$ cat config.mk
export PLATFORM = sky130hd
export DESIGN_NAME = cpu_sequencer
export DESIGN_NICKNAME = d
export VERILOG_FILES = /design/src/rtl/cpu_pkg.sv /design/src/rtl/seq_output_decode.sv /design/src/rtl/cpu_sequencer.sv
export SDC_FILE = /design/constraint.sdc
export NUM_CORES = 1
export LEC_CHECK = 0
export BUFFER_PORTS_ARGS = -buffer_cell sky130_fd_sc_hd__buf_2
export CAP_MARGIN = 0
export CORE_UTILIZATION = 39
export CTS_CLUSTER_SIZE = 28
export DETAILED_ROUTE_END_ITERATION = 7
export PLACE_DENSITY = 0.72
export SYNTH_ARGS = -nofsm -noshare
export SYNTH_HDL_FRONTEND = slang
export SYNTH_SLANG_ARGS = --single-unit
$ cat constraint.sdc
create_clock -name clk -period 1.4 [get_ports clk]
set_input_delay 0.21 -clock clk [delete_from_list [all_inputs] [get_ports clk]]
set_output_delay 0.21 -clock clk [all_outputs]
set_load 0.005 [all_outputs]
$ cat src/rtl/cpu_pkg.sv
// Shared encodings for the multi-cycle CPU control path: opcodes, ALU operations,
// sequencer states and the bundled control-output word.
package cpu_pkg;

  localparam logic [3:0] OP_ADDI = 4'b0001;
  localparam logic [3:0] OP_LS   = 4'b0010;
  localparam logic [3:0] OP_SS   = 4'b0011;
  localparam logic [3:0] OP_BEQ  = 4'b0100;
  localparam logic [3:0] OP_R    = 4'b0110;

  localparam logic [1:0] ALUOP_ADD   = 2'b00;
  localparam logic [1:0] ALUOP_FUNCT = 2'b01;
  localparam logic [1:0] ALUOP_CMP   = 2'b10;

  typedef enum logic [2:0] {
    FETCH  = 3'd0,
    DECODE = 3'd1,
    EXEC   = 3'd2,
    ADDR   = 3'd3,
    MEM_RD = 3'd4,
    MEM_WR = 3'd5,
    WB     = 3'd6,
    BRANCH = 3'd7
  } seq_state_t;

  typedef struct packed {
    logic       memRead;
    logic       memWrite;
    logic       iOrD;
    logic       irWrite;
    logic       pcWrite;
    logic       pcSrc;
    logic       regDst;
    logic       aluSrc;
    logic       memToReg;
    logic       regWrite;
    logic [1:0] aluOp;
    logic       illegal;
  } ctrl_t;

  function automatic logic isLegalOp(input logic [3:0] op);
    logic legal;
    case (op)
      OP_ADDI, OP_LS, OP_SS, OP_BEQ, OP_R: legal = 1'b1;
      default:                             legal = 1'b0;
    endcase
    return legal;
  endfunction

endpackage

$ cat src/rtl/seq_output_decode.sv
// Purely combinational control-word decode for the sequencer: Moore outputs per
// state, qualified by the memory handshake, the branch zero flag and reset.
module seq_output_decode
  import cpu_pkg::*;
(
  input  seq_state_t state,
  input  logic [3:0] opQ,
  input  logic       run,
  input  logic       memReady,
  input  logic       zero,
  input  logic       reset,
  output ctrl_t      ctrl
);

  // Control outputs from current state; reset forces a quiet bus so an aborted request drops at once.
  always_comb begin
    ctrl = '0;
    if (reset) begin
      ctrl = '0;
    end else begin
      case (state)
        FETCH: begin
          if (run) begin
            ctrl.memRead = 1'b1;
            ctrl.iOrD    = 1'b0;
            if (memReady) begin
              ctrl.irWrite = 1'b1;
              ctrl.pcWrite = 1'b1;
              ctrl.pcSrc   = 1'b0;
            end else begin
              ctrl.irWrite = 1'b0;
            end
          end else begin
            ctrl = '0;
          end
        end
        DECODE: begin
          ctrl.illegal = ~isLegalOp(opQ);
        end
        EXEC: begin
          if (opQ == OP_R) begin
            ctrl.aluSrc = 1'b0;
            ctrl.aluOp  = ALUOP_FUNCT;
          end else if (opQ == OP_ADDI) begin
            ctrl.aluSrc = 1'b1;
            ctrl.aluOp  = ALUOP_ADD;
          end else begin
            ctrl.aluOp  = ALUOP_ADD;
          end
        end
        ADDR: begin
          ctrl.aluSrc = 1'b1;
          ctrl.aluOp  = ALUOP_ADD;
        end
        MEM_RD: begin
          ctrl.memRead = 1'b1;
          ctrl.iOrD    = 1'b1;
        end
        MEM_WR: begin
          ctrl.memWrite = 1'b1;
          ctrl.iOrD     = 1'b1;
        end
        WB: begin
          ctrl.regWrite = 1'b1;
          ctrl.regDst   = (opQ == OP_R);
          ctrl.memToReg = (opQ == OP_LS);
        end
        BRANCH: begin
          ctrl.aluSrc  = 1'b0;
          ctrl.aluOp   = ALUOP_CMP;
          ctrl.pcSrc   = 1'b1;
          ctrl.pcWrite = zero;
        end
        default: begin
          ctrl = '0;
        end
      endcase
    end
  end

endmodule

$ cat src/rtl/cpu_sequencer.sv
// Multi-cycle control sequencer: steps each instruction through fetch, decode,
// execute, memory and write-back over one shared request/ready memory port.
module cpu_sequencer
  import cpu_pkg::*;
(
  input  logic       clk,
  input  logic       reset,
  input  logic       run,
  input  logic [3:0] opcode,
  input  logic       zero,
  input  logic       mem_ready,
  output logic       mem_read,
  output logic       mem_write,
  output logic       i_or_d,
  output logic       ir_write,
  output logic       pc_write,
  output logic       pc_src,
  output logic       reg_dst,
  output logic       alu_src,
  output logic       mem_to_reg,
  output logic       reg_write,
  output logic [1:0] alu_op,
  output logic       illegal,
  output logic [2:0] state
);

  seq_state_t stateR;
  seq_state_t nextStateS;
  logic [3:0] opQR;
  ctrl_t      ctrlS;

  seq_output_decode uDecode (
    .state    (stateR),
    .opQ      (opQR),
    .run      (run),
    .memReady (mem_ready),
    .zero     (zero),
    .reset    (reset),
    .ctrl     (ctrlS)
  );

  // Next-state selection; decode and later states look only at the latched opcode.
  always_comb begin
    nextStateS = stateR;
    case (stateR)
      FETCH: begin
        if (run && mem_ready) begin
          nextStateS = DECODE;
        end else begin
          nextStateS = FETCH;
        end
      end
      DECODE: begin
        case (opQR)
          OP_R, OP_ADDI: nextStateS = EXEC;
          OP_LS, OP_SS:  nextStateS = ADDR;
          OP_BEQ:        nextStateS = BRANCH;
          default:       nextStateS = FETCH;
        endcase
      end
      EXEC: begin
        nextStateS = WB;
      end
      ADDR: begin
        if (opQR == OP_LS) begin
          nextStateS = MEM_RD;
        end else if (opQR == OP_SS) begin
          nextStateS = MEM_WR;
        end else begin
          nextStateS = FETCH;
        end
      end
      MEM_RD: begin
        if (mem_ready) begin
          nextStateS = WB;
        end else begin
          nextStateS = MEM_RD;
        end
      end
      MEM_WR: begin
        if (mem_ready) begin
          nextStateS = FETCH;
        end else begin
          nextStateS = MEM_WR;
        end
      end
      WB:      nextStateS = FETCH;
      BRANCH:  nextStateS = FETCH;
      default: nextStateS = FETCH;
    endcase
  end

  // State register and opcode latch, loaded together with the instruction register.
  always_ff @(posedge clk or posedge reset) begin
    if (reset) begin
      stateR <= FETCH;
      opQR   <= 4'b0000;
    end else begin
      stateR <= nextStateS;
      if (ctrlS.irWrite) begin
        opQR <= opcode;
      end
    end
  end

  assign mem_read   = ctrlS.memRead;
  assign mem_write  = ctrlS.memWrite;
  assign i_or_d     = ctrlS.iOrD;
  assign ir_write   = ctrlS.irWrite;
  assign pc_write   = ctrlS.pcWrite;
  assign pc_src     = ctrlS.pcSrc;
  assign reg_dst    = ctrlS.regDst;
  assign alu_src    = ctrlS.aluSrc;
  assign mem_to_reg = ctrlS.memToReg;
  assign reg_write  = ctrlS.regWrite;
  assign alu_op     = ctrlS.aluOp;
  assign illegal    = ctrlS.illegal;
  assign state      = stateR;

endmodule

## Word-level counts from Yosys, hierarchy flattened

Index checks and enable logic that the tools add are counted.

- Bitwise gates (word level): 1
- Reductions and logical operators: 7
- Multiplexer cells: 28
- Eq/ne operators: 12

Operators with widths:

| cell | count |
|---|---|
| 3-bit case mux with 7 select lines | 1 |
| 1-bit 2-to-1 mux | 13 |
| 13-bit 2-to-1 mux | 1 |
| 3-bit equality test (second input constant) | 4 |
| 3-bit 2-to-1 mux | 4 |
| 3-bit case mux with 3 select lines | 1 |
| 4-bit by 2-bit equality test with 1-bit output (second input constant) | 2 |
| 4-bit by 3-bit equality test with 1-bit output (second input constant) | 2 |
| 2-bit case mux with 2 select lines | 2 |
| 2-bit OR reduction | 4 |
| 3-bit by 2-bit equality test with 1-bit output (second input constant) | 2 |
| 2-bit 2-to-1 mux | 3 |
| 1-bit case mux with 2 select lines | 3 |
| 5-bit OR reduction | 1 |
| 4-bit by 1-bit equality test with 1-bit output (second input constant) | 1 |
| 3-bit by 1-bit equality test with 1-bit output (second input constant) | 1 |
| 3-bit zero test | 1 |
| 1-bit logical AND | 1 |
| 1-bit NOT | 1 |

- Word-level logic and storage cells: 50
- Register bits: 7
- Output and inout port bits: 16

## Logic depth before layout (Yosys ltp)

Gate-level depths: netlist of run 1.

- Depth in word-level cells: 8
- Depth in mapped cells: 4

## Cells and area by module

From an unflattened synthesis of run 1, not the netlist that was laid out.

- Cells, all modules: 62
- Area, all modules: 555.5 um^2

By module, submodules not included:

| module | area an instance (um^2) | cells each | instances | seq. area each (um^2) |
|---|---|---|---|---|
| cpu_sequencer | 372.9 | 36 | 1 | 175.2 |
| seq_output_decode | 182.7 | 26 | 1 | 0.0 |

## Least setup slack after synthesis of run 1

Ideal clock, no wire load.

- Kind: register to register
- From: register stateR[2], in the netlist state[2]
- To: register opQR[0]
- Library setup time: 0.125 ns
- Path buffers: 1
- Period minus slack after synthesis: 1.493 ns
- Stages on the path, launching flop included: 5
- Setup slack: -0.093 ns
- Arrival time: 1.368 ns
- Cell sequence: dfrtp_1 > nand4bb_1 > or3_1 > buf_6 > mux2_4

- Longest elaborated chain between the ends: 3

RTL lines:

| item | line | text |
|---|---|---|
| from (decl) | cpu_sequencer.sv:27 | `seq_state_t stateR;` |
| from (signal assigned) | cpu_sequencer.sv:99 | `stateR <= nextStateS;` |
| 3-bit zero test | seq_output_decode.sv:21 | `case (state)` |
| 1-bit 2-to-1 mux | seq_output_decode.sv:21 |  |
| 13-bit 2-to-1 mux | seq_output_decode.sv:18 | `if (reset) begin` |
| to (signal assigned) | cpu_sequencer.sv:101 | `opQR <= opcode;` |
| to (decl) | cpu_sequencer.sv:29 | `logic [3:0] opQR;` |

Every way passes these cells.
A chain may end at the register's enable or synchronous reset.

## Worst setup path in the final report of run 1

- From: register stateR[0], in the netlist state[0]
- To: output pc_write

- Longest elaborated chain between the ends: 3
- Elaborated cells on any way between the ends: 4
- Those cells by class: eq/ne: 1; mux: 2; reduce/logical: 1

RTL lines:

| item | line | text |
|---|---|---|
| 3-bit equality test or 3-bit zero test (tied branches) | seq_output_decode.sv:21 |  |
| 2-bit case mux with 2 select lines * | seq_output_decode.sv:21 |  |
| 13-bit 2-to-1 mux * | seq_output_decode.sv:18 |  |
| to (decl) | cpu_sequencer.sv:16 | `output logic pc_write,` |

Mark *: on every way between the ends. The rest lies on a longest branch, timed or not.

==> flow_metrics.tcl, run 1 <==
set metrics [dict create \
    syn_nets 67 \
    area_delta_synth_final_pct 81.56 \
    cts_inserted_buffers 3 \
    reg2reg_depth 5 \
    final_common_cell "buf_2" \
    num_rows 12 \
    post-route-drc-count 0 \
    arrival_ns 1.54 \
    worstMarginPinSlew_ns 0.2778 \
    hpwl_um 938.1 \
    ys_seq_area_share_pct 33.10 \
    routabilityCongestion 0.7345 \
    finalCritPeriodShare_pct 125.1 \
    path_class "flop to primary output" \
    wl_um 1745 \
    p_total_mw 1.870 \
    path_depth 4 \
    crit_chain "nand4bb_1 > or3_4 > a21bo_2 > buf_2" \
    failed_checks "negative setup slack" \
    clock_path_buffers 2 \
    swShare_pct 42.06 \
    ff2ff_setup_slack_ns -0.25 \
    r2r_end "opQR[3]$_DFFE_PP0P_" \
    combPwrFrac_pct 63.5 \
    crit_buf_inv 1 \
    antenna_left 0 \
    insertion_delay_ns 0.26 \
    grt_pass1_wl_um 2118 \
    status "finished, violations left" \
    core_region_area_um2 1186 \
    cts_tree "yes" \
    hp-start "opcode[1]" \
    port_buffers 24 \
    cp_top_family "simple AND/OR/NAND/NOR gates" \
    slowest_stage "dfrtp_1" \
    cp_max_fo 2 \
    grt_pass1_vias 489 \
    final_cell_mix "24 x buf_2, 9 x buf_4, 6 x buf_6" \
    syn_avg_cell_area_um2 9.125 \
    r2r-start "state[0]$_DFF_PP0_" \
    drtIter0Drc 9 \
    die_w_um 38.84 \
    min_path_cells 2 \
    track_usage_pct 21.97 \
    syn_area_um2 529.3 \
    diodes 0 \
    hold_path.class "input port to flop" \
    powerDensity_nw_per_um2 1946 \
    htree_levels 1 \
    critPathRequiredTime_ns 1.19 \
    ir_drop_uv 1624 \
    multi_input_area_um2 436.7 \
    synth_seq_cells 7 \
    hold_end "opQR[1]$_DFFE_PP0P_" \
    clkTransAtPathRegs_ns 0.06 \
    io_pins 25 \
    p_int_mw 1.083 \
    worstSetupEndpointType "primary output" \
    switchingPower_mw 0.7863 \
    setup_violations 17 \
    p_seq_share_pct 26.4 \
    post_drt_via_cell_ratio 5.518 \
    grt_overflow 0 \
    clkPwrFrac_pct 10.1 \
    cpPeakStageDelay_ns 0.38 \
    hold_viol 0 \
    fin_nets 108 \
    start_util_pct 44.62 \
    antenna_found_initial 0 \
    power.leakage_nw 0.4750 \
    clock-sinks 7 \
    start_kind "flop" \
    rsz0062_at_grt "true" \
    fmax_ghz 0.5709 \
    seq_area_um2 180.2 \
    utilization_pct 81.01 \
    slew_headroom_pct 81.40 \
    synth_cell_type_count 30 \
    yosysWarnings 0 \
    grt_max_degree 16 \
    netlist_instances 58 \
    min_period_ns 1.752 \
    route.vias.total 618 \
    dieArea_um2 1509 \
    die_h_um 38.84 \
    cts-root-buf "clkbuf_4" \
    cap_violations 0 \
    wl_per_cell_um 15.58 \
    timing.final.ws_setup_ns -0.3516 \
    firstDrtPassIters 4 \
    drive_gt1_share_pct 73.47 \
    skew_ns 0.01474 \
    fill_cells 79 \
    slew_viol_final 0 \
]
[cells in the mapped netlist]
cell type  count  area (um^2)
nor2_1         8        30.03
dfrtp_1        7        175.2
inv_1          4        15.01
mux2_4         4        60.06
nand2b_1       3        18.77
nor4b_1        3        26.28
a21oi_1        2        10.01
clkbuf_1       2        7.510
nand2_1        2        7.510
nor4_1         2        12.51
o21ai_0        2        10.01
a211oi_1       1        7.510
a21bo_2        1        10.01
a221o_1        1        10.01
a221oi_1       1        8.760
and2_1         1        6.260
and4b_1        1        10.01
buf_2          1        5.000
buf_4          1        7.510
buf_6          1        11.26
mux2_2         1        11.26
nand3_1        1        5.000
nand3b_1       1        7.510
nand4bb_1      1        11.26
nor3_1         1        5.000
nor3b_1        1        7.510
o211a_1        1        10.01
o31ai_1        1        7.510
o32ai_1        1        8.760
or3_1          1        6.260
[worst reg2reg max path: stages (launching register included)]
cell       delay (ns)
dfrtp_1          0.38
nand4bb_1        0.22
or3_4            0.37
buf_6            0.14
buf_6            0.12
mux2_4           0.29
[power by group through the flow]
stage | logic (mW) | registers (mW) | clock network [mW]
2_1_floorplan | 0.449 | 0.406 | 0
3_5_place_dp | 0.711 | 0.407 | 0
3_3_place_gp | 0.710 | 0.396 | 0
4_1_cts | 0.924 | 0.435 | 0.188
6_report | 1.19 | 0.494 | 0.188
5_1_grt | 1.27 | 0.504 | 0.206
[cell families after synthesis]
| group | count (synthesis) | synth area share [%] |
|---|---|---|
| compound gates | 11 | 15.60 |
| flops | 7 | 33.10 |
| mux | 5 | 13.48 |
| simple gates | 26 | 29.08 |
| buf+inv | 9 | 8.746 |
[worst max path at each step]
stage | startpoint | to | slack, ns
after CTS | state[2]$_DFF_PP0_ | pc_write | -0.32
final | state[0]$_DFF_PP0_ | pc_write | -0.35
after detailed placement | state[0]$_DFF_PP0_ | opQR[3]$_DFFE_PP0P_ | -0.12
after global routing | state[2]$_DFF_PP0_ | pc_write | -0.38
after global placement | state[0]$_DFF_PP0_ | opQR[1]$_DFFE_PP0P_ | -0.08
after floorplan | state[2]$_DFF_PP0_ | opQR[0]$_DFFE_PP0P_ | -0.08
[layer usage]
| metal | GRT usage (%) | vias up | wire [um] |
|---|---|---|---|
| met2 | 40.00 | 20 | 963 |
| met4 | 5.172 | 0 | 23 |
| li1 | - | 292 | - |
| met5 | 0 | - | 0 |
| met3 | 8.671 | 2 | 80 |
| met1 | 23.24 | 304 | 678 |
[state kept, by name, indices dropped and copies added (netlist names)]
register / count
opQR: 4
state: 3
[timing repair]
action,in CTS,in global routing
buffers inserted,4,6
pin swaps,6,8
hold buffers,1,0
setup endpoints to repair,16,17
hold endpoints to repair,7,0
gates resized for setup,19,18
[layout make-up]
| type | instances | area share, % |
|---|---|---|
| clock buffers | 4 | 2.734 |
| well taps | 14 | 1.823 |
| multi-input cells | 42 | 45.44 |
| flip-flops and latches | 7 | 18.75 |
| repair buffers | 41 | 29.69 |
| inverters | 4 | 1.562 |
[through the flow]
step / worst slack, ns / area [um^2] / setup TNS (ns) / std cells / hold WS [ns]
floorplan: -0.07994 / 529.3 / -0.3883 / 58 / 0.01340
global placement: -0.08167 / 688.2 / -0.3522 / 98 / 0.2070
detailed placement: -0.1193 / 688.2 / -0.5527 / 98 / 0.2133
CTS: -0.3168 / 844.6 / -1.924 / 107 / 0.1876
global route: -0.3764 / 960.9 / -3.784 / 112 / 0.1831
finish: -0.3516 / 960.9 / -2.833 / 112 / 0.1929
(Power assumes the default switching activity.)
==> run 2: changes to the inputs <==
Settings changed: CORE_UTILIZATION 39 to 35, PLACE_DENSITY 0.72 to 0.66.
==> run 2 against run 1 <==
The flow still finishes with violations (negative setup slack). Global-route usage shrank 1.8 points. Count of clock-buffer cells in the layout is the same. Final area shrank 6.5%. Sequential power shrank 2%. Critical endpoint unchanged. Largest cell class unchanged. Highest routed layer is now met3.
==> flow_metrics.tcl, run 2 (same netlist as run 1, synthesis figures left out) <==
set metrics [dict create \
    final_cell_mix "23 x buf_2, 9 x buf_4, 6 x buf_6" \
    cp_max_fo 2 \
    largest_reg_flops 4 \
    hold_viol 0 \
    clock-sinks 7 \
    grt_max_degree 16 \
    path_class "flop to primary output" \
    final_common_cell "buf_2" \
    status "finished, violations left" \
    firstDrtPassIters 4 \
    critPathRequiredTime_ns 1.19 \
    regMostFlops "opQR" \
    post-route-drc-count 0 \
    hold_path.class "input port to asynchronous set/reset pin" \
    start_util_pct 39.20 \
    cts_inserted_buffers 3 \
    cpPeakStageDelay_ns 0.37 \
    fin_nets 105 \
    skew_ns 0.004059 \
    post_drt_via_cell_ratio 5.209 \
    core_region_area_um2 1350 \
    routabilityCongestion 0.7141 \
    power.leakage_nw 0.4523 \
    area_delta_synth_final_pct 69.74 \
    rsz0062_at_grt "true" \
    hold_buffers 0 \
    grt_overflow 0 \
    fmax_ghz 0.5877 \
    timing.final.ws_setup_ns -0.3015 \
    grt_pass1_wl_um 2111 \
    dieArea_um2 1672 \
    ir_drop_uv 1019 \
    hpwl_um 992.1 \
    route.vias.total 573 \
    clkTransAtPathRegs_ns 0.06 \
    min_period_ns 1.702 \
    arrival_ns 1.49 \
    start_kind "flop" \
    design_area_um2 898.4 \
    r2r-start "state[0]$_DFF_PP0_" \
    hold_slack_ns 0.08321 \
    failed_checks "negative setup slack" \
    drtIter0Drc 12 \
    cts_tree "yes" \
    worstSetupEndpointType "primary output" \
    diodes 0 \
    cts-root-buf "clkbuf_4" \
    io_pins 25 \
    cp_top_family "simple AND/OR/NAND/NOR gates" \
    p_total_mw 1.678 \
    finalCritPeriodShare_pct 121.5 \
    utilization_pct 66.54 \
    antenna_left 0 \
    dp_cells 100 \
    reg2reg_depth 5 \
    worstMarginPinSlew_ns 0.2938 \
    clock_path_buffers 2 \
    num_rows 13 \
    port_buffers 24 \
    wl_um 1532 \
    crit_buf_inv 1 \
    ff2ff_setup_slack_ns -0.21 \
    slowest_stage "dfrtp_1" \
    insertion_delay_ns 0.26 \
    slew_headroom_pct 80.36 \
    antenna_found_initial 0 \
    slew_viol_final 0 \
    cap_violations 0 \
    drive_gt1_share_pct 69.47 \
    track_usage_pct 20.18 \
    fin_cells 110 \
    powerDensity_nw_per_um2 1868 \
    die_h_um 40.89 \
    wl_per_cell_um 13.93 \
    grt_pass1_vias 483 \
    setup_violations 15 \
    placed_cell_area_um2 696.9 \
    htree_levels 1 \
    crit_chain "nand4bb_1 > or3_4 > a21bo_2 > buf_6" \
    r2r_end "opQR[2]$_DFFE_PP0P_" \
    die_w_um 40.89 \
]
==> run 2: per-layer routing <==
layer | track usage, % | vias to the layer above | wire length (um)
met4 | 3.333 | 0 | 0
met1 | 22.82 | 270 | 617
met5 | 0 | - | 0
met2 | 34.77 | 19 | 830
li1 | - | 284 | -
met3 | 9.239 | 0 | 85
==> run 2: layout make-up <==
cell class,instances,area [um^2]
clock buffers,4,26.28
fillers,126,451.7
inverters,4,15.01
multi-input cells,42,407.9
flip-flops and latches,7,180.2
well taps,15,18.77
repair buffers,38,250.2
==> run 2: where the power goes <==
part / internal [mW] / total (mW) / switching [mW]
registers: 0.308 / 0.483 / 0.175
clock network: 0.109 / 0.192 / 0.0825
logic: 0.566 / 1.00 / 0.437
==> run 2: timing repair <==
item                                    4_1_cts  5_1_grt
gates cloned                                  0        0
endpoints found under the setup margin       16       18
resized for setup                            20       10
buffers inserted                              4        2
pin swaps                                     6        3
==> run 2: worst max-delay path by stage <==
stage                     slack (ns)  cells after the start                  end                from
after floorplan                -0.08                      4  opQR[0]$_DFFE_PP0P_  state[2]$_DFF_PP0_
after global routing           -0.36                      4             pc_write  state[2]$_DFF_PP0_
final                          -0.30                      4             pc_write  state[0]$_DFF_PP0_
after CTS                      -0.29                      4             pc_write  state[0]$_DFF_PP0_
after detailed placement       -0.09                      4  opQR[2]$_DFFE_PP0P_  state[0]$_DFF_PP0_
after global placement         -0.08                      4  opQR[2]$_DFFE_PP0P_  state[0]$_DFF_PP0_
==> run 2: tightest hold or removal path, stage by stage <==
cell   delay [ns]
buf_2        0.13
buf_4        0.16
inv_1        0.23
==> run 2: through the flow <==
| step | setup TNS [ns] | worst slack (ns) |
|---|---|---|
| 3_5_place_dp | -0.3741 | -0.09127 |
| 5_1_grt | -3.237 | -0.3581 |
| 3_3_place_gp | -0.3170 | -0.07535 |
| 4_1_cts | -1.773 | -0.2932 |
| 2_1_floorplan | -0.3883 | -0.07994 |
| 6_report | -2.317 | -0.3015 |
==> run 3: changes to the inputs <==
Settings changed: PLACE_DENSITY 0.66 to not set, PLACE_DENSITY_LB_ADDON set to 0.05.
==> run 3 against run 2 <==
The run still ends with negative setup slack left. Clock skew increased by 0.0039 ns. Via count is 23% higher. Count of clock-buffer cells in the layout unchanged. Largest cell class unchanged. Combinational power up 64%. Fmax fell by 2.7%. Die area unchanged. Sequential cell count stayed put. Non-clock buffer count up 13. Clock power rose by 2%. Sequential power grew 2%. Wire length rose by 54%. Power up 39%.
==> flow_metrics.tcl, run 3 (same netlist as run 1, synthesis figures left out) <==
set metrics [dict create \
    switchingPower_mw 0.9787 \
    post_drt_via_cell_ratio 5.724 \
    seq_area_um2 180.2 \
    failed_checks "negative setup slack" \
    min_period_ns 1.748 \
    reg2reg_depth 5 \
    regMostFlops "opQR" \
    placed_cell_area_um2 689.4 \
    antenna_left 0 \
    ir_drop_uv 1398 \
    fin_cells 123 \
    wl_met3_um 113 \
    dieArea_um2 1672 \
    core_region_area_um2 1350 \
    slew_viol_final 0 \
    r2r_end "opQR[2]$_DFFE_PP0P_" \
    finalCritPeriodShare_pct 124.9 \
    antenna_found_initial 0 \
    cp_max_fo 2 \
    hold_path.class "input port to flop" \
    start_util_pct 39.20 \
    rsz0062_at_grt "true" \
    diodes 0 \
    arrival_ns 1.54 \
    htree_levels 1 \
    timing.final.ws_setup_ns -0.3480 \
    skew_ns 0.007918 \
    status "finished, violations left" \
    die_w_um 40.89 \
    setup_violations 19 \
    final_common_cell "buf_2" \
    ff2ff_setup_slack_ns -0.25 \
    drive_gt1_share_pct 79.63 \
    slew_headroom_pct 80.84 \
    dp_cells 99 \
    highest_layer "met4" \
    powerDensity_nw_per_um2 2081 \
    cts_tree "yes" \
    m1WireLength_um 872 \
    grt_pass1_wl_um 2456 \
    post-route-drc-count 0 \
    grt_pass1_vias 529 \
    cts-root-buf "clkbuf_4" \
    num_rows 13 \
    power.leakage_nw 0.5484 \
    routabilityCongestion 0.6940 \
    path_class "flop to primary output" \
    cap_violations 0 \
    crit_path_end "pc_write" \
    fin_nets 118 \
    worstMarginPinSlew_ns 0.2844 \
    crit_start "state[2]$_DFF_PP0_" \
    grt_overflow 0 \
    track_usage_pct 24.10 \
    wl_um 2364 \
    clock-sinks 7 \
    hold_viol 0 \
    firstDrtPassIters 4 \
    multi_input_area_um2 485.5 \
    clkTransAtPathRegs_ns 0.06 \
    worstSetupEndpointType "primary output" \
    cts_inserted_buffers 3 \
    p_int_mw 1.349 \
    p_seq_share_pct 21.1 \
    combPwrFrac_pct 70.5 \
    final_cell_mix "24 x buf_2, 15 x buf_4, 8 x buf_6, 4 x mux2_4, 4 x dfrtp_2" \
    fmax_ghz 0.5721 \
    io_pins 25 \
    largest_reg_flops 4 \
    wl_per_cell_um 19.22 \
    fill_cells 70 \
    r2r-start "state[2]$_DFF_PP0_" \
    area_delta_synth_final_pct 111.3 \
    drtIter0Drc 19 \
    grt_max_degree 16 \
    clock_path_buffers 2 \
    port_buffers 24 \
    clkPwrFrac_pct 8.4 \
    insertion_delay_ns 0.27 \
    wl_met2_um 1250 \
    start_kind "flop" \
    route.vias.total 704 \
    die_h_um 40.89 \
    swShare_pct 42.04 \
    hpwl_um 970 \
    critPathRequiredTime_ns 1.19 \
    design_area_um2 1119 \
]
## run 3: cell count changes in the layout (fill, tap and decap cells not counted), sizes merged
cell	previous run	this run
buf	38	49
clkbuf	4	5
dlygate4sd3	0	1
## run 3: how the worst min path moves through the flow
| stage | start | cells after the start | end | slack (ns) |
|---|---|---|---|---|
| floorplan | reset | 1 | opQR[0]$_DFFE_PP0P_ | 0.01 |
| global placement | reset | 2 | state[1]$_DFF_PP0_ | 0.22 |
| detailed placement | reset | 2 | state[1]$_DFF_PP0_ | 0.22 |
| CTS | opcode[3] | 2 | opQR[3]$_DFFE_PP0P_ | 0.17 |
| global route | opcode[3] | 2 | opQR[3]$_DFFE_PP0P_ | 0.16 |
| finish | opcode[3] | 2 | opQR[3]$_DFFE_PP0P_ | 0.18 |
## run 3: area by class of cell
cell class	instances	share of cell area [%]
flip-flops and latches	7	16.11
well taps	15	1.678
repair buffers	51	35.12
multi-input cells	42	43.40
clock buffers	4	2.349
inverters	4	1.342
## run 3: what timing repair did
| item | in CTS | in global routing |
|---|---|---|
| endpoints found under the hold margin | 7 | 0 |
| setup buffers | 6 | 11 |
| pin swaps | 5 | 4 |
| hold buffers | 1 | 0 |
| gates resized for setup | 19 | 28 |
| gates cloned | 1 | 1 |
| setup endpoints to repair | 16 | 18 |
## run 3: critical path, stage by stage (launching register included)
cell and delay [ns]:
dfrtp_1 0.38, nand4bb_4 0.23, or3_4 0.36, a21bo_2 0.19, buf_2 0.10
## run 3: metal layers
metal	vias to the layer above	track usage (%)
li1	312	-
met1	341	25.33
met2	37	41.41
met3	14	10.87
met4	0	9.167
met5	-	0
## run 3: per-stage QoR
| stage | power [mW] | util [%] | hold WS [ns] | TNS, ns | worst slack [ns] |
|---|---|---|---|---|---|
| after floorplan | 0.8554 | - | 0.01340 | -0.3883 | -0.07994 |
| after global placement | 1.126 | 51.07 | 0.2196 | -0.3856 | -0.08718 |
| after detailed placement | 1.129 | 51.07 | 0.2187 | -0.5006 | -0.1131 |
| after CTS | 1.616 | 62.84 | 0.1736 | -1.905 | -0.3022 |
| after global routing | 2.445 | 82.85 | 0.1646 | -4.307 | -0.3979 |
| final | 2.328 | 82.85 | 0.1771 | -3.346 | -0.3480 |
## run 3: power groups by stage
stage	sequential, mW	clock [mW]	combinational [mW]
global placement	0.404	0	0.723
detailed placement	0.403	0	0.726
global route	0.500	0.223	1.72
finish	0.491	0.196	1.64
CTS	0.456	0.200	0.960
floorplan	0.406	0	0.449
